==> src/rtl/mem_arbiter.sv <==
// -----------------------------------------------------------------------------
// mem_arbiter
//   Shares the single processor memory interface (pmi) between the instruction
//   fetch requester (IF, read-only) and the data load/store requester (D).
//   One access at a time: IDLE (arbitrate) -> ACCESS (strobe until mfc or
//   timeout) -> DONE (one-cycle done pulse) -> IDLE. D normally wins. Once D
//   has won STARVE times in a row while IF was waiting, a pending IF wins next.
//
// Ports
//   clk_i, rst_i               clock (rising edge), async active-high reset
//   if_req_i, if_addr_i        IF read request (held until if_done_o) / address
//   if_gnt_o, if_done_o        IF owns the pmi / one-cycle completion pulse
//   if_rdata_o                 IF read data, valid with if_done_o, then held
//   d_req_i, d_we_i            D request (held until d_done_o) / 1=store 0=load
//   d_addr_i, d_wdata_i        D address / store data
//   d_gnt_o, d_done_o          D owns the pmi / one-cycle completion pulse
//   d_rdata_o                  D load data, valid with d_done_o, then held
//   mem_ad_o, mem_wdata_o      address / store data to the pmi
//   mem_rd_o, mem_wr_o         read / write strobes to the pmi
//   mem_rdata_i, mfc_i         read data from the pmi / completion pulse
//   err_o                      pulses with done when the access timed out
// -----------------------------------------------------------------------------
module mem_arbiter #(
  parameter int AW      = 32,
  parameter int DW      = 32,
  parameter int TIMEOUT = 255,
  parameter int STARVE  = 4
) (
  input  logic          clk_i,
  input  logic          rst_i,
  input  logic          if_req_i,
  input  logic [AW-1:0] if_addr_i,
  output logic          if_gnt_o,
  output logic          if_done_o,
  output logic [DW-1:0] if_rdata_o,
  input  logic          d_req_i,
  input  logic          d_we_i,
  input  logic [AW-1:0] d_addr_i,
  input  logic [DW-1:0] d_wdata_i,
  output logic          d_gnt_o,
  output logic          d_done_o,
  output logic [DW-1:0] d_rdata_o,
  output logic [AW-1:0] mem_ad_o,
  output logic [DW-1:0] mem_wdata_o,
  output logic          mem_rd_o,
  output logic          mem_wr_o,
  input  logic [DW-1:0] mem_rdata_i,
  input  logic          mfc_i,
  output logic          err_o
);

  localparam int TCW = $clog2(TIMEOUT + 1);
  localparam int SCW = (STARVE < 1) ? 1 : $clog2(STARVE + 1);

  typedef enum logic [1:0] {
    ST_IDLE   = 2'd0,
    ST_ACCESS = 2'd1,
    ST_DONE   = 2'd2
  } state_e;

  state_e           state_q, state_d;
  logic             owner_d_q, owner_d_d;   // 1 = D owns the access, 0 = IF
  logic             we_q, we_d;
  logic [AW-1:0]    addr_q, addr_d;
  logic [DW-1:0]    wdata_q, wdata_d;
  logic [TCW-1:0]   tcnt_q, tcnt_d;
  logic [SCW-1:0]   starve_q, starve_d;
  logic             mem_rd_q, mem_rd_d;
  logic             mem_wr_q, mem_wr_d;
  logic             if_gnt_q, if_gnt_d;
  logic             d_gnt_q, d_gnt_d;
  logic             if_done_q, if_done_d;
  logic             d_done_q, d_done_d;
  logic             err_q, err_d;
  logic [DW-1:0]    if_rdata_q, if_rdata_d;
  logic [DW-1:0]    d_rdata_q, d_rdata_d;
  logic             if_wins_s;

  // IF wins when it is the only requester or when D has starved it long enough.
  always_comb begin
    if (if_req_i && (!d_req_i || (starve_q == SCW'(STARVE)))) begin
      if_wins_s = 1'b1;
    end else begin
      if_wins_s = 1'b0;
    end
  end

  // Next-state and registered-output computation for the access sequencer.
  always_comb begin
    state_d    = state_q;
    owner_d_d  = owner_d_q;
    we_d       = we_q;
    addr_d     = addr_q;
    wdata_d    = wdata_q;
    tcnt_d     = tcnt_q;
    starve_d   = starve_q;
    mem_rd_d   = mem_rd_q;
    mem_wr_d   = mem_wr_q;
    if_gnt_d   = if_gnt_q;
    d_gnt_d    = d_gnt_q;
    if_done_d  = 1'b0;
    d_done_d   = 1'b0;
    err_d      = 1'b0;
    if_rdata_d = if_rdata_q;
    d_rdata_d  = d_rdata_q;

    case (state_q)
      ST_IDLE: begin
        tcnt_d   = '0;
        mem_rd_d = 1'b0;
        mem_wr_d = 1'b0;
        if_gnt_d = 1'b0;
        d_gnt_d  = 1'b0;
        if (if_req_i || d_req_i) begin
          state_d = ST_ACCESS;
          if (if_wins_s) begin
            owner_d_d = 1'b0;
            we_d      = 1'b0;
            addr_d    = if_addr_i;
            if_gnt_d  = 1'b1;
            mem_rd_d  = 1'b1;
            starve_d  = '0;
          end else begin
            owner_d_d = 1'b1;
            we_d      = d_we_i;
            addr_d    = d_addr_i;
            wdata_d   = d_wdata_i;
            d_gnt_d   = 1'b1;
            mem_rd_d  = ~d_we_i;
            mem_wr_d  = d_we_i;
            // Only count wins that actually made IF wait; saturate at STARVE.
            if (if_req_i && (starve_q != SCW'(STARVE))) begin
              starve_d = starve_q + SCW'(1);
            end else begin
              starve_d = starve_q;
            end
          end
        end else begin
          state_d = ST_IDLE;
        end
      end

      ST_ACCESS: begin
        tcnt_d = tcnt_q + TCW'(1);
        if (mfc_i) begin
          state_d  = ST_DONE;
          mem_rd_d = 1'b0;
          mem_wr_d = 1'b0;
          if (owner_d_q) begin
            d_done_d = 1'b1;
            // A store leaves the previous load data visible.
            if (!we_q) begin
              d_rdata_d = mem_rdata_i;
            end else begin
              d_rdata_d = d_rdata_q;
            end
          end else begin
            if_done_d  = 1'b1;
            if_rdata_d = mem_rdata_i;
          end
        end else if (tcnt_q == TCW'(TIMEOUT - 1)) begin
          // This is the TIMEOUT-th strobe cycle with no mfc: abort.
          state_d  = ST_DONE;
          mem_rd_d = 1'b0;
          mem_wr_d = 1'b0;
          err_d    = 1'b1;
          if (owner_d_q) begin
            d_done_d = 1'b1;
          end else begin
            if_done_d = 1'b1;
          end
        end else begin
          state_d = ST_ACCESS;
        end
      end

      ST_DONE: begin
        // Grant is released here so IDLE is a dead cycle before the next grant.
        state_d  = ST_IDLE;
        mem_rd_d = 1'b0;
        mem_wr_d = 1'b0;
        if_gnt_d = 1'b0;
        d_gnt_d  = 1'b0;
      end

      default: begin
        state_d  = ST_IDLE;
        mem_rd_d = 1'b0;
        mem_wr_d = 1'b0;
        if_gnt_d = 1'b0;
        d_gnt_d  = 1'b0;
      end
    endcase
  end

  // State and output registers; reset drops strobes and grants asynchronously.
  always_ff @(posedge clk_i or posedge rst_i) begin
    if (rst_i) begin
      state_q    <= ST_IDLE;
      owner_d_q  <= 1'b0;
      we_q       <= 1'b0;
      addr_q     <= '0;
      wdata_q    <= '0;
      tcnt_q     <= '0;
      starve_q   <= '0;
      mem_rd_q   <= 1'b0;
      mem_wr_q   <= 1'b0;
      if_gnt_q   <= 1'b0;
      d_gnt_q    <= 1'b0;
      if_done_q  <= 1'b0;
      d_done_q   <= 1'b0;
      err_q      <= 1'b0;
      if_rdata_q <= '0;
      d_rdata_q  <= '0;
    end else begin
      state_q    <= state_d;
      owner_d_q  <= owner_d_d;
      we_q       <= we_d;
      addr_q     <= addr_d;
      wdata_q    <= wdata_d;
      tcnt_q     <= tcnt_d;
      starve_q   <= starve_d;
      mem_rd_q   <= mem_rd_d;
      mem_wr_q   <= mem_wr_d;
      if_gnt_q   <= if_gnt_d;
      d_gnt_q    <= d_gnt_d;
      if_done_q  <= if_done_d;
      d_done_q   <= d_done_d;
      err_q      <= err_d;
      if_rdata_q <= if_rdata_d;
      d_rdata_q  <= d_rdata_d;
    end
  end

  assign if_gnt_o    = if_gnt_q;
  assign if_done_o   = if_done_q;
  assign if_rdata_o  = if_rdata_q;
  assign d_gnt_o     = d_gnt_q;
  assign d_done_o    = d_done_q;
  assign d_rdata_o   = d_rdata_q;
  assign mem_ad_o    = addr_q;
  assign mem_wdata_o = wdata_q;
  assign mem_rd_o    = mem_rd_q;
  assign mem_wr_o    = mem_wr_q;
  assign err_o       = err_q;

endmodule

==> config.mk <==
export PLATFORM = sky130hd
export DESIGN_NAME = mem_arbiter
export DESIGN_NICKNAME = d
export VERILOG_FILES = /design/src/rtl/mem_arbiter.sv
export SDC_FILE = /design/constraint.sdc
export NUM_CORES = 1
export LEC_CHECK = 0
export ABC_CLOCK_PERIOD_IN_PS = 6700
export CELL_PAD_IN_SITES_DETAIL_PLACEMENT = 1
export CELL_PAD_IN_SITES_GLOBAL_PLACEMENT = 1
export CORE_MARGIN = 4
export CORE_UTILIZATION = 33
export DETAILED_ROUTE_END_ITERATION = 6
export PLACE_DENSITY = 0.78
export SLEW_MARGIN = 10
export SYNTH_ARGS = -nofsm -noshare
export SYNTH_HDL_FRONTEND = slang
export SYNTH_SLANG_ARGS = --single-unit
export TNS_END_PERCENT = 10
==> constraint.sdc <==
create_clock -name clk_i -period 6.7 [get_ports clk_i]
set_clock_uncertainty 0.1 [all_clocks]
set_input_delay 1.005 -clock clk_i [delete_from_list [all_inputs] [get_ports clk_i]]
set_output_delay 1.005 -clock clk_i [all_outputs]
set_load 0.03 [all_outputs]
==> flow_metrics.env, run 1 <==
export IMPL_hpwlAfterDp_mm=13.8
export IMPL_initialDrtViolationCount=190
export IMPL_min_path_type="reg2reg"
export IMPL_synth_net_count=629
export IMPL_crit_required_ps=6900
export IMPL_antenna_found_initial=0
export IMPL_post_route_period_util_pct=53.1
export IMPL_route_met3_wl_mm=1.43
export IMPL_postCtsSetupRepairBufs=0
export IMPL_power_leakage_uw=0.00401
export IMPL_count_of_flip_flops_with_a_built_in_enable_after_synthesis=0
export IMPL_route_layer_met1_wl_mm=7.32
export IMPL_power_per_cell_area_nw_per_um2=527
export IMPL_routed_via_count=5019
export IMPL_syn_inst=491
export IMPL_grt_first_pass_wirelength_mm=30.3
export IMPL_worst_slew_pin_slew_ps=1180
export IMPL_io_pins=269
export IMPL_fmaxAchievable_mhz=281
export IMPL_routed_via_density=5.06
export IMPL_fin_crit_ps=3560
export IMPL_top_layer_used="met4"
export IMPL_floorplan_rows=50
export IMPL_critPathKind="in2reg"
export IMPL_die_h_um=146
export IMPL_synth_sequential_area_ratio_pct=59.4
export IMPL_utilization_pct=51.9
export IMPL_cts_htree_levels=4
export IMPL_port_buffers=268
export IMPL_seqCellArea_um2=3750
export IMPL_finish_instance_area_um2=9740
export IMPL_start_util_pct=33.7
export IMPL_max_cap_viol_count=0
export IMPL_fp_coreArea_um2=18800
export IMPL_tritoncts_num_buffers=17
export IMPL_route_final_wire_length_mm=18.7
export IMPL_hold_slack_ps=391
export IMPL_setup_viol_count_final=0
export IMPL_n_antenna_cell=0
export IMPL_cts_tree="built"
export IMPL_finalWeightedCongestion=0.797
export IMPL_worstSetupStartpointType="primary input"
export IMPL_status="finished, final reports clean"
export IMPL_critical_path_arrival_ps=3750
export IMPL_drtAntennaViolNets=0
export IMPL_path_common_cell="sky130_fd_sc_hd__buf_4"
export IMPL_track_usage_pct=17.5
export IMPL_synth_cell_type_count=43
export IMPL_post_cts_hold_buffer_count=0
export IMPL_post_synth_instance_area_um2=6320
export IMPL_drtPass1Iterations=4
export IMPL_pin_count_of_the_biggest_net_entering_global_routing=91
export IMPL_crit_chain="clkdlybuf4s50_1, buf_4, or2_2, and2_1, buf_4, mux2_2"
export IMPL_synth_ff_type="sky130_fd_sc_hd__dfrtp_1"
export IMPL_clock_sinks=150
export IMPL_async_flop_share_pct=100
export IMPL_grt_setup_unrepaired="false"
export IMPL_cp_top_family="buffers and inverters"
export IMPL_grt_overflow_total=0
export IMPL_multiInputGateArea_um2=2230
export IMPL_vdd_ir_drop_max_mv=0.200
export IMPL_tns_ps=0
export IMPL_total_power_uw=5140
export IMPL_number_of_global_route_vias_before_repair=5666
export IMPL_postSynthRegisterBits=150
export IMPL_die_w_um=146
export IMPL_clk_pin_slew_ps=60
export IMPL_cp_buffers_inverters=3
export IMPL_synthesis_area_per_instance_um2=12.9
export IMPL_drv_slew=0
export IMPL_cts_root_buf="sky130_fd_sc_hd__clkbuf_16"
export IMPL_cts_max_path_buffers=2
export IMPL_remaining_drc_errors=0
export IMPL_finalNetCount=882
export IMPL_area_growth_syn_to_layout_pct=54.0
export IMPL_ys_warn_count=0
export IMPL_crit_path_max_incr_delay_ps=620
export IMPL_cts_repair_resized=0
export IMPL_post_route_cells_drive_above_1_share_pct=18.8
export IMPL_endpoint_kind="flop"
export IMPL_crit_path_top_delay_cell="sky130_fd_sc_hd__or2_2"
export IMPL_final_fill_count=1894
export IMPL_dr_wl_met2_mm=9.64
export IMPL_worst_skew_pair_latency_ps=410
export IMPL_average_wire_per_standard_cell_um=18.8
export IMPL_max_slew_margin_pct=21.1
export IMPL_critical_path_max_fanout=39
export IMPL_design_die_area_um2=21400
export IMPL_timing_hold_violations_final=0
export IMPL_detailed_place_area_um2=9150
layout make-up:
| type | count | share of cell area (%) |
|---|---|---|
| repair buffers | 274 | 28.0 |
| flip-flops and latches | 150 | 38.5 |
| inverters | 39 | 1.55 |
| well taps | 234 | 3.01 |
| clock buffers | 21 | 4.83 |
| clock inverters | 11 | 1.19 |
| multi-input cells | 262 | 22.9 |
power breakdown:
part	total [µW]	switching (µW)	internal, µW	leakage [µW]
registers	1600	261	1340	0.00182
logic	2610	1450	1160	0.00190
clock network	931	382	549	0.000290
placed cells by master, fill, tap and decap left out, types with 7 or more instances in the layout:
cell / Yosys / layout
sky130_fd_sc_hd__nand3_1: 36 / 36
sky130_fd_sc_hd__o221ai_1: 32 / 32
sky130_fd_sc_hd__nand4_1: 35 / 35
sky130_fd_sc_hd__mux2_2: 96 / 96
sky130_fd_sc_hd__clkdlybuf4s50_1: 0 / 268
sky130_fd_sc_hd__inv_1: 39 / 38
sky130_fd_sc_hd__clkbuf_16: 0 / 17
sky130_fd_sc_hd__nand2_1: 7 / 7
sky130_fd_sc_hd__dfrtp_1: 150 / 150
sky130_fd_sc_hd__o21ai_0: 7 / 7
cell usage after synthesis (2+ instances only):
| cell | instances | share of area, % |
|---|---|---|
| sky130_fd_sc_hd__nor3_1 | 3 | 0.24 |
| sky130_fd_sc_hd__o221ai_1 | 32 | 4.4 |
| sky130_fd_sc_hd__nor2_1 | 5 | 0.30 |
| sky130_fd_sc_hd__nand2_1 | 7 | 0.42 |
| sky130_fd_sc_hd__a21oi_1 | 3 | 0.24 |
| sky130_fd_sc_hd__dfrtp_1 | 150 | 59 |
| sky130_fd_sc_hd__mux2_2 | 96 | 17 |
| sky130_fd_sc_hd__and2_1 | 2 | 0.20 |
| sky130_fd_sc_hd__or3_1 | 2 | 0.20 |
| sky130_fd_sc_hd__inv_1 | 39 | 2.3 |
| sky130_fd_sc_hd__nand4_1 | 35 | 3.5 |
| sky130_fd_sc_hd__buf_4 | 3 | 0.36 |
| sky130_fd_sc_hd__a22o_1 | 3 | 0.42 |
| sky130_fd_sc_hd__buf_2 | 16 | 1.3 |
| sky130_fd_sc_hd__o21ai_0 | 7 | 0.55 |
| sky130_fd_sc_hd__buf_6 | 3 | 0.53 |
| sky130_fd_sc_hd__nand3_1 | 36 | 2.8 |
| sky130_fd_sc_hd__mux2_1 | 3 | 0.53 |
| sky130_fd_sc_hd__nor3b_1 | 2 | 0.24 |
| sky130_fd_sc_hd__clkbuf_1 | 18 | 1.1 |
| sky130_fd_sc_hd__ha_1 | 4 | 0.79 |
stage by stage:
step	worst slack (ps)	cells
after global placement	2490	959
after floorplan	1560	491
after CTS	2780	991
after global routing	2970	991
final	3140	991
after detailed placement	2340	959
sequential cells by signal (all words and copies together) (netlist names), 2 cells and up:
register and count:
d_rdata_o 32, mem_wdata_o 32, state_q 2, mem_ad_o 32, starve_q 3, tcnt_q 8, if_rdata_o 32
per-layer routing:
metal / track usage, % / up-vias
li1: - / 2289
met4: 4.89 / 0
met5: 0 / -
met1: 19.8 / 2512
met2: 30.8 / 197
met3: 6.64 / 21
worst paths after layout:
kind                                                     to  slack, ps                  startpoint  cells past startpoint
worst min register to register   if_rdata_o[24]$_DFFE_PP0P_        390  if_rdata_o[24]$_DFFE_PP0P_                      1
worst max register to register     mem_ad_o[20]$_DFFE_PP0N_       3760     starve_q[0]$_DFFE_PP0P_                      5
max in group asynchronous       mem_wdata_o[14]$_DFFE_PP0P_       4160                       rst_i                      3
min in group asynchronous        if_rdata_o[26]$_DFFE_PP0P_       1030                       rst_i                      2
worst min-delay path             if_rdata_o[24]$_DFFE_PP0P_        390  if_rdata_o[24]$_DFFE_PP0P_                      1
worst max-delay path                       we_q$_DFFE_PP0N_       3140                    if_req_i                      6
cell families after synthesis:
logic type	after synthesis	share of synthesized area (%)
compound gates	53	6.67
xor+xnor	1	0.139
fa+ha+maj	4	0.791
buf+inv	79	5.54
flops	150	59.4
mux	100	17.8
simple gates	104	9.72
worst register-to-register path: stages (launching register included):
cell	delay, ps
sky130_fd_sc_hd__dfrtp_1	380
sky130_fd_sc_hd__inv_1	100
sky130_fd_sc_hd__ha_1	220
sky130_fd_sc_hd__a21bo_2	620
sky130_fd_sc_hd__and2_1	1030
sky130_fd_sc_hd__o221ai_1	300
Power figures use the tool's default switching activity.
==> inputs of run 2 (changes only) <==
--- a/config.mk
+++ b/config.mk
@@ -5,7 +5,7 @@
 export SDC_FILE = /design/constraint.sdc
 export NUM_CORES = 1
 export LEC_CHECK = 0
-export ABC_CLOCK_PERIOD_IN_PS = 6700
+export ABC_CLOCK_PERIOD_IN_PS = 3540
 export CELL_PAD_IN_SITES_DETAIL_PLACEMENT = 1
 export CELL_PAD_IN_SITES_GLOBAL_PLACEMENT = 1
 export CORE_MARGIN = 4
==> constraint.sdc (replaced) <==
create_clock -name clk_i -period 3.54 [get_ports clk_i]
set_clock_uncertainty 0.1 [all_clocks]
set_input_delay 0.531 -clock clk_i [delete_from_list [all_inputs] [get_ports clk_i]]
set_output_delay 0.531 -clock clk_i [all_outputs]
set_load 0.03 [all_outputs]
==> run 2 against run 1 <==
  * Core utilization grew 0.52 points
  * Routed wire length grew 2.6%
  * Global-route usage grew 0.13 points
  * Critical path depth shrank 1
  * Clock power grew 100%
  * Sequential power grew 89%
  * Setup slack lost 2000 ps
  * Worst hold slack gained 9.9 ps
==> flow_metrics.env, run 2 (synthesized netlist as in run 1, its figures left out) <==
export IMPL_post_route_cells_drive_above_1_share_pct=19.3
export IMPL_cts_repair_resized=0
export IMPL_timing_hold_violations_final=0
export IMPL_cts_tree="built"
export IMPL_post_cts_hold_buffer_count=0
export IMPL_area_growth_syn_to_layout_pct=55.5
export IMPL_path_common_cell="sky130_fd_sc_hd__buf_4"
export IMPL_crit_chain="nor2_4, buf_4, and2_1, buf_4, mux2_2"
export IMPL_source_of_the_critical_timing_path="state_q[1]$_DFF_PP0_"
export IMPL_status="finished, final reports clean"
export IMPL_clk_pin_slew_ps=60
export IMPL_pin_count_of_the_biggest_net_entering_global_routing=71
export IMPL_hpwlAfterDp_mm=14.2
export IMPL_min_path_type="reg2reg"
export IMPL_remaining_drc_errors=0
export IMPL_track_usage_pct=17.6
export IMPL_worst_r2r_endpoint="we_q$_DFFE_PP0N_"
export IMPL_layout_cells_most_common_list="sky130_fd_sc_hd__clkdlybuf4s50_1 (268), sky130_fd_sc_hd__dfrtp_1 (150), sky130_fd_sc_hd__mux2_2 (96), sky130_fd_sc_hd__inv_1 (38), sky130_fd_sc_hd__nand3_1 (36)"
export IMPL_worst_slew_pin_slew_ps=846
export IMPL_worst_skew_pair_latency_ps=410
export IMPL_antenna_found_initial=1
export IMPL_fin_crit_ps=2430
export IMPL_setup_viol_count_final=0
export IMPL_grt_setup_unrepaired="false"
export IMPL_power_leakage_uw=0.00406
export IMPL_clock_sinks=150
export IMPL_max_cap_viol_count=0
export IMPL_route_final_wire_length_mm=19.2
export IMPL_drv_slew=0
export IMPL_fp_coreArea_um2=18800
export IMPL_tns_ps=0
export IMPL_grt_overflow_total=0
export IMPL_number_of_global_route_vias_before_repair=5607
export IMPL_port_buffers=268
export IMPL_routed_via_count=5020
export IMPL_drtAntennaViolNets=0
export IMPL_vdd_ir_drop_max_mv=0.477
export IMPL_finalWeightedCongestion=0.811
export IMPL_layout_commonest_cell="sky130_fd_sc_hd__clkdlybuf4s50_1"
export IMPL_start_util_pct=33.7
export IMPL_utilization_pct=52.4
export IMPL_grt_use_met1_pct=21.9
export IMPL_critical_path_arrival_ps=2620
export IMPL_hold_slack_ps=400
export IMPL_timing_reg2reg_worst_path_depth=5
export IMPL_r2r_start="state_q[1]$_DFF_PP0_"
export IMPL_cp_buffers_inverters=2
export IMPL_gr_usage_met2_pct=29.8
export IMPL_power_per_cell_area_nw_per_um2=1000
export IMPL_endpoint_kind="flop"
export IMPL_worstSetupStartpointType="flop"
export IMPL_total_power_uw=9870
export IMPL_post_route_period_util_pct=68.5
export IMPL_average_wire_per_standard_cell_um=19.2
export IMPL_setup_reg_to_reg_worst_slack_ps=1110
export IMPL_cell_count_along_the_critical_path=5
export IMPL_finalNetCount=888
export IMPL_cts_root_buf="sky130_fd_sc_hd__clkbuf_16"
export IMPL_cts_max_path_buffers=2
export IMPL_floorplan_rows=50
export IMPL_drtPass1Iterations=4
export IMPL_cp_top_family="buffers and inverters"
export IMPL_crit_required_ps=3730
export IMPL_met3_usage_pct=4.75
export IMPL_tritoncts_num_buffers=17
export IMPL_critical_path_endpoint="we_q$_DFFE_PP0N_"
export IMPL_io_pins=269
export IMPL_routed_via_density=5.03
export IMPL_crit_path_max_incr_delay_ps=550
export IMPL_critical_path_max_fanout=70
export IMPL_fmaxAchievable_mhz=412
export IMPL_hold_path_startpoint="d_rdata_o[24]$_DFFE_PP0P_"
export IMPL_die_h_um=146
export IMPL_grt_first_pass_wirelength_mm=30.4
export IMPL_postCtsSetupRepairBufs=0
export IMPL_design_die_area_um2=21400
export IMPL_crit_path_top_delay_cell="sky130_fd_sc_hd__buf_4"
export IMPL_grt_busiest_layer="met2"
export IMPL_max_slew_margin_pct=43.5
export IMPL_initialDrtViolationCount=106
export IMPL_die_w_um=146
export IMPL_cts_htree_levels=4
export IMPL_critPathKind="reg2reg"
==> run 2: cell count changes in the layout (fill, tap and decap cells not counted), moves of 2 or more <==
cell	previous run	this run
sky130_fd_sc_hd__clkbuf_8	3	1
sky130_fd_sc_hd__buf_12	0	2
sky130_fd_sc_hd__bufinv_16	1	3
sky130_fd_sc_hd__buf_4	6	10
==> run 2: area by class of cell <==
type	count	area, µm²
fill	1910	8930
sequential	150	3750
timing repair buffer	280	2800
multi-input combinational	262	2230
clock buffer	19	443
tap	234	293
clock inverter	13	170
inverter	39	150
antenna	1	2.50
==> run 2: worst min path at each step <==
stage / to / slack [ps] / cells after the start
final: d_rdata_o[24]$_DFFE_PP0P_ / 400 / 1
after floorplan: if_done_o$_DFF_PP0_ / 360 / 1
after CTS: d_rdata_o[24]$_DFFE_PP0P_ / 400 / 1
after global routing: mem_wdata_o[1]$_DFFE_PP0P_ / 410 / 1
after detailed placement: d_rdata_o[24]$_DFFE_PP0P_ / 390 / 1
after global placement: d_rdata_o[24]$_DFFE_PP0P_ / 370 / 1
==> run 2: report_power, final <==
part           internal, µW  switching [µW]  leakage (µW)
clock network          1140             724      0.000302
registers              2530             499       0.00182
logic                  2210            2770       0.00193
total                  5880            3990       0.00406
==> run 2: worst reg2reg max path: cells and delay by family (launching register included) <==
| kind | cells | cell delay (ps) |
|---|---|---|
| flip-flops | 1 | 540 |
| multiplexers | 1 | 380 |
| buffers and inverters | 2 | 850 |
| AND/OR/NAND/NOR | 2 | 440 |
==> run 2: per-layer routing <==
| metal | vias up | part of all wire (%) |
|---|---|---|
| met5 | - | 0 |
| met4 | 0 | 1.6 |
| met3 | 26 | 6.3 |
| met2 | 191 | 51 |
| met1 | 2501 | 42 |
| li1 | 2302 | - |
==> run 2: metrics by stage <==
stage,cell area [µm²],setup WS [ps],std cells
6_report,9840,1110,998
5_1_grt,9840,986,998
3_3_place_gp,9220,840,965
4_1_cts,9830,1120,997
2_1_floorplan,6330,1020,491
3_5_place_dp,9220,731,965
